File: src/rtl/demand_phase_scheduler.sv
// demand_phase_scheduler: request-driven round-robin signal controller for a
// 4-way junction. Detector requests are latched, the next pending approach
// after the current owner gets the green, and min/max green, yellow and
// all-red clearance are timed in ticks from a free-running prescaler.
module demand_phase_scheduler #(
  parameter int TICK_DIV  = 500,
  parameter int GREEN_MIN = 2000,
  parameter int GREEN_MAX = 25000,
  parameter int YELLOW_T  = 2000,
  parameter int ALLRED_T  = 1000
) (
  input  logic       clk,
  input  logic       reset,
  input  logic [3:0] req,
  output logic [3:0] red,
  output logic [3:0] yellow,
  output logic [3:0] green,
  output logic [1:0] active_dir,
  output logic       green_start,
  output logic [3:0] pending
);

  localparam int NUM_DIR = 4;
  localparam int TW      = $clog2(TICK_DIV);
  localparam int PCW     = $clog2(GREEN_MAX + YELLOW_T + ALLRED_T + 1);

  localparam logic [TW-1:0]  TICK_LAST = TW'(TICK_DIV - 1);
  localparam logic [PCW-1:0] GMIN_L    = PCW'(GREEN_MIN - 1);
  localparam logic [PCW-1:0] GMAX_L    = PCW'(GREEN_MAX - 1);
  localparam logic [PCW-1:0] YEL_L     = PCW'(YELLOW_T - 1);
  localparam logic [PCW-1:0] AR_L      = PCW'(ALLRED_T - 1);

  localparam logic [1:0] S_ALL_RED = 2'd0;
  localparam logic [1:0] S_GREEN   = 2'd1;
  localparam logic [1:0] S_YELLOW  = 2'd2;

  logic [TW-1:0]  tick_cnt_q, tick_cnt_d;
  logic [1:0]     state_q, state_d;
  logic [PCW-1:0] phase_cnt_q, phase_cnt_d;
  logic [1:0]     active_dir_q, active_dir_d;
  logic [3:0]     pending_q, pending_d;
  logic           green_start_q, green_start_d;

  logic           tick;
  logic [3:0]     others;
  logic [1:0]     next_pick;
  logic [1:0]     cand;
  logic           found;

  // Free-running prescaler; never realigned to phase changes.
  always_comb begin
    tick       = (tick_cnt_q == TICK_LAST);
    tick_cnt_d = tick ? '0 : tick_cnt_q + 1'b1;
  end

  // Round-robin pick: first pending approach after the owner, owner last.
  always_comb begin
    others    = pending_q & ~(4'b0001 << active_dir_q);
    next_pick = active_dir_q;
    found     = 1'b0;
    cand      = active_dir_q;
    for (int k = 1; k <= NUM_DIR; k++) begin
      cand = active_dir_q + 2'(k);
      if (!found && pending_q[cand]) begin
        next_pick = cand;
        found     = 1'b1;
      end
    end
  end

  // Phase FSM, advancing only on tick; phase_cnt restarts on every entry.
  always_comb begin
    state_d      = state_q;
    phase_cnt_d  = phase_cnt_q;
    active_dir_d = active_dir_q;
    if (tick) begin
      case (state_q)
        S_ALL_RED: begin
          if (phase_cnt_q != AR_L) begin
            phase_cnt_d = phase_cnt_q + 1'b1;
          end else if (|pending_q) begin
            state_d      = S_GREEN;
            active_dir_d = next_pick;
            phase_cnt_d  = '0;
          end
        end
        S_GREEN: begin
          // Gap-out once min is served, or forced out at max, only if
          // someone else is waiting; otherwise rest in green.
          if (phase_cnt_q >= GMIN_L && |others &&
              (!req[active_dir_q] || phase_cnt_q == GMAX_L)) begin
            state_d     = S_YELLOW;
            phase_cnt_d = '0;
          end else if (phase_cnt_q != GMAX_L) begin
            phase_cnt_d = phase_cnt_q + 1'b1;
          end
        end
        S_YELLOW: begin
          if (phase_cnt_q == YEL_L) begin
            state_d     = S_ALL_RED;
            phase_cnt_d = '0;
          end else begin
            phase_cnt_d = phase_cnt_q + 1'b1;
          end
        end
        default: begin
          state_d     = S_ALL_RED;
          phase_cnt_d = '0;
        end
      endcase
    end
  end

  // Request latch; the green owner's flag is held clear for its whole green,
  // including the first cycle, so clearing keys off the next state.
  always_comb begin
    pending_d     = pending_q | req;
    if (state_d == S_GREEN) pending_d[active_dir_d] = 1'b0;
    green_start_d = (state_d == S_GREEN) && (state_q != S_GREEN);
  end

  // State registers.
  always_ff @(posedge clk or posedge reset) begin
    if (reset) begin
      tick_cnt_q    <= '0;
      state_q       <= S_ALL_RED;
      phase_cnt_q   <= '0;
      active_dir_q  <= 2'd0;
      pending_q     <= 4'b0000;
      green_start_q <= 1'b0;
    end else begin
      tick_cnt_q    <= tick_cnt_d;
      state_q       <= state_d;
      phase_cnt_q   <= phase_cnt_d;
      active_dir_q  <= active_dir_d;
      pending_q     <= pending_d;
      green_start_q <= green_start_d;
    end
  end

  // Per-approach lamp decode from registered state only.
  for (genvar i = 0; i < NUM_DIR; i++) begin : g_lamp
    assign green[i]  = (state_q == S_GREEN)  && (active_dir_q == 2'(i));
    assign yellow[i] = (state_q == S_YELLOW) && (active_dir_q == 2'(i));
    assign red[i]    = !(green[i] || yellow[i]);
  end

  assign active_dir  = active_dir_q;
  assign pending     = pending_q;
  assign green_start = green_start_q;

endmodule

File: config.mk
export PLATFORM = sky130hd
export DESIGN_NAME = demand_phase_scheduler
export DESIGN_NICKNAME = d
export VERILOG_FILES = /design/src/rtl/demand_phase_scheduler.sv
export SDC_FILE = /design/constraint.sdc
export NUM_CORES = 1
export LEC_CHECK = 0
export BUFFER_PORTS_ARGS = -buffer_cell sky130_fd_sc_hd__buf_2
export CAP_MARGIN = 30
export CORE_ASPECT_RATIO = 0.9
export CORE_MARGIN = 2
export CORE_UTILIZATION = 40
export DETAILED_ROUTE_END_ITERATION = 12
export REMOVE_ABC_BUFFERS = 1
export SYNTH_ARGS = -nofsm -noshare
export SYNTH_HDL_FRONTEND = slang
export SYNTH_SLANG_ARGS = --single-unit
File: constraint.sdc
create_clock -name clk -period 2.4 [get_ports clk]
set_clock_uncertainty 0.1 [all_clocks]
set_input_delay 0.24 -clock clk [delete_from_list [all_inputs] [get_ports clk]]
set_output_delay 0.24 -clock clk [all_outputs]
set_load 0.1 [all_outputs]
## Word level (Yosys, flattened, before mapping)

Index checks and enable logic that the tools add are counted.

| storage, ports and cells | value |
|---|---|
| bits in registers | 33 |
| output and inout port bits | 19 |
| logic and storage cells | 108 |

| operators by class | value |
|---|---|
| add/subtract/negate cells | 5 |
| $lt $le $gt $ge | 7 |
| equal/unequal tests | 14 |
| shift operators | 1 |
| mux-type cells | 37 |
| bitwise operators | 5 |
| reductions and logical operators | 33 |

Operator list:

| kind | number |
|---|---|
| 2-to-1 mux 15 bit | 5 |
| one-hot mux 15 bit (3 select lines) | 1 |
| 2-to-1 mux 2 bit | 13 |
| adder 15 x 1 -> 15 bit (second input constant) | 1 |
| == test 15 x 11 -> 1 bit (second input constant) | 1 |
| == test 15 bit (second input constant) | 1 |
| greater-or-equal comparator 15 x 11 -> 1 bit (second input constant) | 1 |
| logical AND 1 bit | 15 |
| < comparator 2 x 3 -> 1 bit (second input constant) | 5 |
| != test 15 x 10 -> 1 bit (second input constant) | 1 |
| != test 15 bit (second input constant) | 1 |
| binary-select mux 1 bit (select 2 bit) | 5 |
| adder 9 x 1 -> 9 bit (second input constant) | 1 |
| == test 9 bit (second input constant) | 1 |
| 2-to-1 mux 1 bit | 9 |
| 2-to-1 mux 9 bit | 1 |
| AND 4 bit | 2 |
| zero test 1 bit | 8 |
| inverter 4 bit | 2 |
| OR reduction 4 bit | 2 |
| == test 2 x 1 -> 1 bit (second input constant) | 3 |
| == test 2 bit (second input constant) | 3 |
| != test 3 bit (second input constant) | 2 |
| one-hot mux 2 bit (3 select lines) | 1 |
| 11 further kinds | 17 |

## Depth between registers and ports, before layout

| depth | value |
|---|---|
| depth in word-level cells | 24 |
| gate-level depth with buffers | 9 |

## Worst setup path after synthesis

No wires, ideal clock.

| timing | value |
|---|---|
| kind | reg-to-output |
| start point | register active_dir_q[0] (netlist: active_dir[0]) |
| end point | output port red[2] |
| arrival time | 3.652 ns |
| required time | 2.060 ns |
| setup slack | -1.592 ns |
| cell stages (with the launch flop) | 6 |
| path buffers | 1 |
| path through | dfrtp_1 > clkbuf_1 > inv_1 > ha_1 > and2_1 > nor2_1 |

| on the way | value |
|---|---|
| longest elaborated chain between the ends | 4 |
| elaborated cells between the ends (all ways) | 5 |
| those cells by class | 1 x eq/ne; 4 x reduce/logical |

Ends and longest elaborated chain:

| item | RTL line | text |
|---|---|---|
| start, declared | 40 | `logic [1:0] active_dir_q, active_dir_d;` |
| start signal, assigned | 135 | `active_dir_q <= active_dir_d;` |
| == test 2 bit | 143 | `assign green[i] = (state_q == S_GREEN) && (active_dir_q == 2'(i));` |
| logical AND 1 bit | 143 |  |
| net green[2] | 17 | `output logic [3:0] green,` |
| logical OR 1 bit | 145 | `assign red[i] = !(green[i] \|\| yellow[i]);` |
| zero test 1 bit | 145 |  |
| end, declared | 15 | `output logic [3:0] red,` |

The timed path passes the listed nets, and every way through them passes these cells.

## Worst setup path after layout

| timing | value |
|---|---|
| start point | register phase_cnt_q[1] |
| end point | register phase_cnt_q[12] |

| on the way | value |
|---|---|
| longest elaborated chain between the ends | 5 |
| elaborated cells between the ends (all ways) | 17 |
| those cells by class | 1 x add/sub; 1 x order compare; 6 x eq/ne; 5 x mux; 4 x reduce/logical |

Ends and longest elaborated chain:

| item | RTL line | text |
|---|---|---|
| start, declared | 39 | `logic [PCW-1:0] phase_cnt_q, phase_cnt_d;` |
| start signal, assigned | 134 | `phase_cnt_q <= phase_cnt_d;` |
| greater-or-equal comparator 15 x 11 -> 1 bit or == test 15 bit (tied branches) | 90, 91 |  |
| logical AND 1 bit or logical OR 1 bit (tied branches) | 90, 91 |  |
| logical AND 1 bit | 90 | `if (phase_cnt_q >= GMIN_L && \|others &&` |
| != test 3 bit (no source line) or 2-to-1 mux 15 bit (tied branches) | n/a |  |
| AND reduction 3 bit (no source line) or one-hot mux 15 bit (3 select lines) (tied branches) | n/a |  |

Several ways; a longest one is shown, not always the timed one. The select of a mux whose other input is x is not followed.
A chain may end at the register's enable or synchronous reset.

==> impl_metrics.yaml <==
cells_and_area:
  finalNonFillerCells: 378
  mostFrequentLayoutCells: "buf_4, dfrtp_1, nand2_1, buf_2, nor2_1"
  nets: 322
  final_common_cell: "buf_4"
  drive_above_1_share: 0.315
  area_growth_pct: 28.4
  antennaDiodeCount: 0
worst_setup_path:
  crit_path_max_incr_delay_ns: 0.40
  start_kind: "flip-flop"
  end_kind: "flip-flop"
  criticalPathCategory: "reg2reg"
  critPathArrivalTime_ns: 2.45
  crit_path_top_delay_cell: "dfrtp_1"
  worstPathRequired_ns: 2.50
  path_cells: "ha_2 -> and3_1 -> a311o_1 -> o22a_4 -> a31o_4 -> or2_4 -> o31ai_2"
  worstPathMaxFanout: 8
route:
  routed_wl_um: 5740
  drtIter0Drc: 188
  route.detailed.drc: 0
  wl_per_cell_um: 15.2
  postRouteAntennaNets: 0
  first_pass_iters: 4
  vias_per_cell: 5.63
  vias: 2129
placed_design:
  place_hpwl_um: 4250
  routabilityCongestion: 0.847
  dpl.cell_count: 366
  io_buffers: 24
floorplanning:
  die_area_um2: 6270
  ios: 25
  rows: 25
  die_w_um: 83.3
  die_y_um: 75.3
  initial_core_util: 0.423
  core_um2: 5350
clock_network:
  clock_latency_ns: 0.28
  clock-sinks: 33
  cts_tree: "done"
  cts_max_level: 2
  cts_buffers: 5
  path_clk_slew_ns: 0.07
  cts_max_path_buffers: 2
  root_buffer: "clkbuf_8"
sta:
  fin_crit_ns: 2.35
  fin_crit_sh: 0.979
  fin_setup_tns_ns: 0
  hold_violations: 0
  max-slew-margin-rel: 0.676
  max_freq_mhz: 426
  finalMaxSlewViolations: 0
  setup_viol: 0
  worstMarginPinSlew_ns: 0.489
global_routing:
  track_usage: 0.186
  grt_antenna_before_repair: 0
  grt_pass1_vias: 1957
  grt_pass1_wl_um: 9310
  gr-total-overflow: 0
  grt_max_degree: 34
power:
  leakagePower_nw: 1.33
  p_per_area_nw_per_um2: 358
  irDropWorstVdd_v: 0.000197
synthesis:
  synth_edf_count: 0
  yosys_warnings: 0
  ys_ff_latch: 33
  syn_area_per_cell_um2: 9.04
  syn_inst: 250
  async_flop_share: 1.00
  yosysSeqAreaShare: 0.365
  synth_flop_cell: "dfrtp_1"
  yosysUniqueCellTypes: 55
  netlist_area_um2: 2260
worst_hold_path:
  hp-class: "in2reg"
outcome:
  outcome: "finished clean"
job:
  max-cap-violations: 0
-- path summary, 6_finish.rpt --
kind / slack (ns) / from / to / cells after the start
min in group asynchronous: 0.49 / reset / tick_cnt_q[7]$_DFF_PP0_ / 4
min: 0.09 / req[0] / pending[0]$_DFF_PP0_ / 2
max in group asynchronous: 1.37 / reset / active_dir[0]$_DFF_PP0_ / 4
min reg2reg: 0.38 / tick_cnt_q[0]$_DFF_PP0_ / tick_cnt_q[0]$_DFF_PP0_ / 1
max: 0.05 / phase_cnt_q[1]$_DFFE_PP0P_ / phase_cnt_q[12]$_DFFE_PP0P_ / 7
max reg2reg: 0.05 / phase_cnt_q[1]$_DFFE_PP0P_ / phase_cnt_q[12]$_DFFE_PP0P_ / 7
-- power by group --
group | total [W] | switching [W] | leakage, nW | internal (W)
logic | 0.0000217 | 0.0000149 | 0.910 | 0.00000680
clock network | 0.000462 | 0.000203 | 0.0542 | 0.000259
registers | 0.000556 | 0.000000000000000000238 | 0.367 | 0.000556
total | 0.00104 | 0.000218 | 1.33 | 0.000822
-- stage by stage --
step | util | hold slack, ns | worst slack, ns | power, W | instance area, um2
2_1_floorplan | - | 0.269 | -1.56 | 0.000578 | 2200
6_report | 0.543 | 0.0893 | 0.0512 | 0.00104 | 2900
3_5_place_dp | 0.509 | 0.266 | -0.0584 | 0.000588 | 2720
3_3_place_gp | 0.509 | 0.259 | -0.0171 | 0.000588 | 2720
4_1_cts | 0.530 | 0.0823 | 0.0282 | 0.00106 | 2840
5_1_grt | 0.543 | 0.0995 | -0.0511 | 0.00108 | 2900
-- cell usage after synthesis (5+ instances only) --
library cell / count / area share
ha_1: 6 / 0.033
nand4_1: 6 / 0.017
nor2_1: 19 / 0.032
inv_1: 11 / 0.018
nor4_1: 8 / 0.022
dfrtp_1: 33 / 0.37
clkbuf_1: 10 / 0.017
or3_1: 5 / 0.014
and2_1: 10 / 0.028
a21oi_1: 5 / 0.011
a22o_1: 5 / 0.019
nor2b_1: 5 / 0.014
a2bb2oi_1: 6 / 0.023
nand2_1: 22 / 0.037
nand3_1: 10 / 0.022
o21ai_0: 11 / 0.024
o31ai_2: 6 / 0.033
-- metal layers --
layer,vias up,share of wire,GRT usage
met2,39,0.46,0.289
met3,5,0.042,0.0303
met1,1023,0.49,0.271
li1,1062,-,-
met4,0,0.0084,0.0601
met5,-,0,0
-- state kept, by name, summed over array words and instances, names as in the netlist --
signal       cells
tick_cnt_q       9
pending          4
phase_cnt_q     15
state_q          2
green_start      1
active_dir       2
-- critical path, delay by kind of cell (launching register included) --
family | cells | cell delay (ns)
DFF | 1 | 0.40
adders and majority gates | 1 | 0.20
AOI/OAI and AO/OA | 4 | 1.07
and+or+nand+nor | 2 | 0.50
-- kinds of logic (layout without fill, tap and decap cells) --
| family | after synthesis | after routing | share of synthesized area |
|---|---|---|---|
| flip-flops | 33 | 33 | 0.365 |
| multiplexers | 4 | 4 | 0.0293 |
| XOR/XNOR | 4 | 4 | 0.0155 |
| buffers and inverters | 24 | 85 | 0.0443 |
| adder cells (fa/ha/maj) | 6 | 6 | 0.0332 |
| AND/OR/NAND/NOR | 111 | 111 | 0.270 |
| AO/OA/AOI/OAI | 68 | 68 | 0.242 |
-- final cells by class --
type | instances | area (um2)
clock inverters | 1 | 5.00
inverters | 11 | 41.3
repair buffers | 66 | 468
clock buffers | 7 | 96.3
well taps | 67 | 83.8
flip-flops and latches | 33 | 827
multi-input cells | 193 | 1380
fillers | 489 | 2450
-- repair_timing --
| action | CTS | global route |
|---|---|---|
| hold buffers | 1 | 0 |
| pin swaps | 0 | 5 |
| setup buffers | 0 | 3 |
| endpoints found under the setup margin | 8 | 15 |
| endpoints found under the hold margin | 33 | 0 |
| resized for setup | 1 | 11 |
Power figures use the tool's default switching activity.
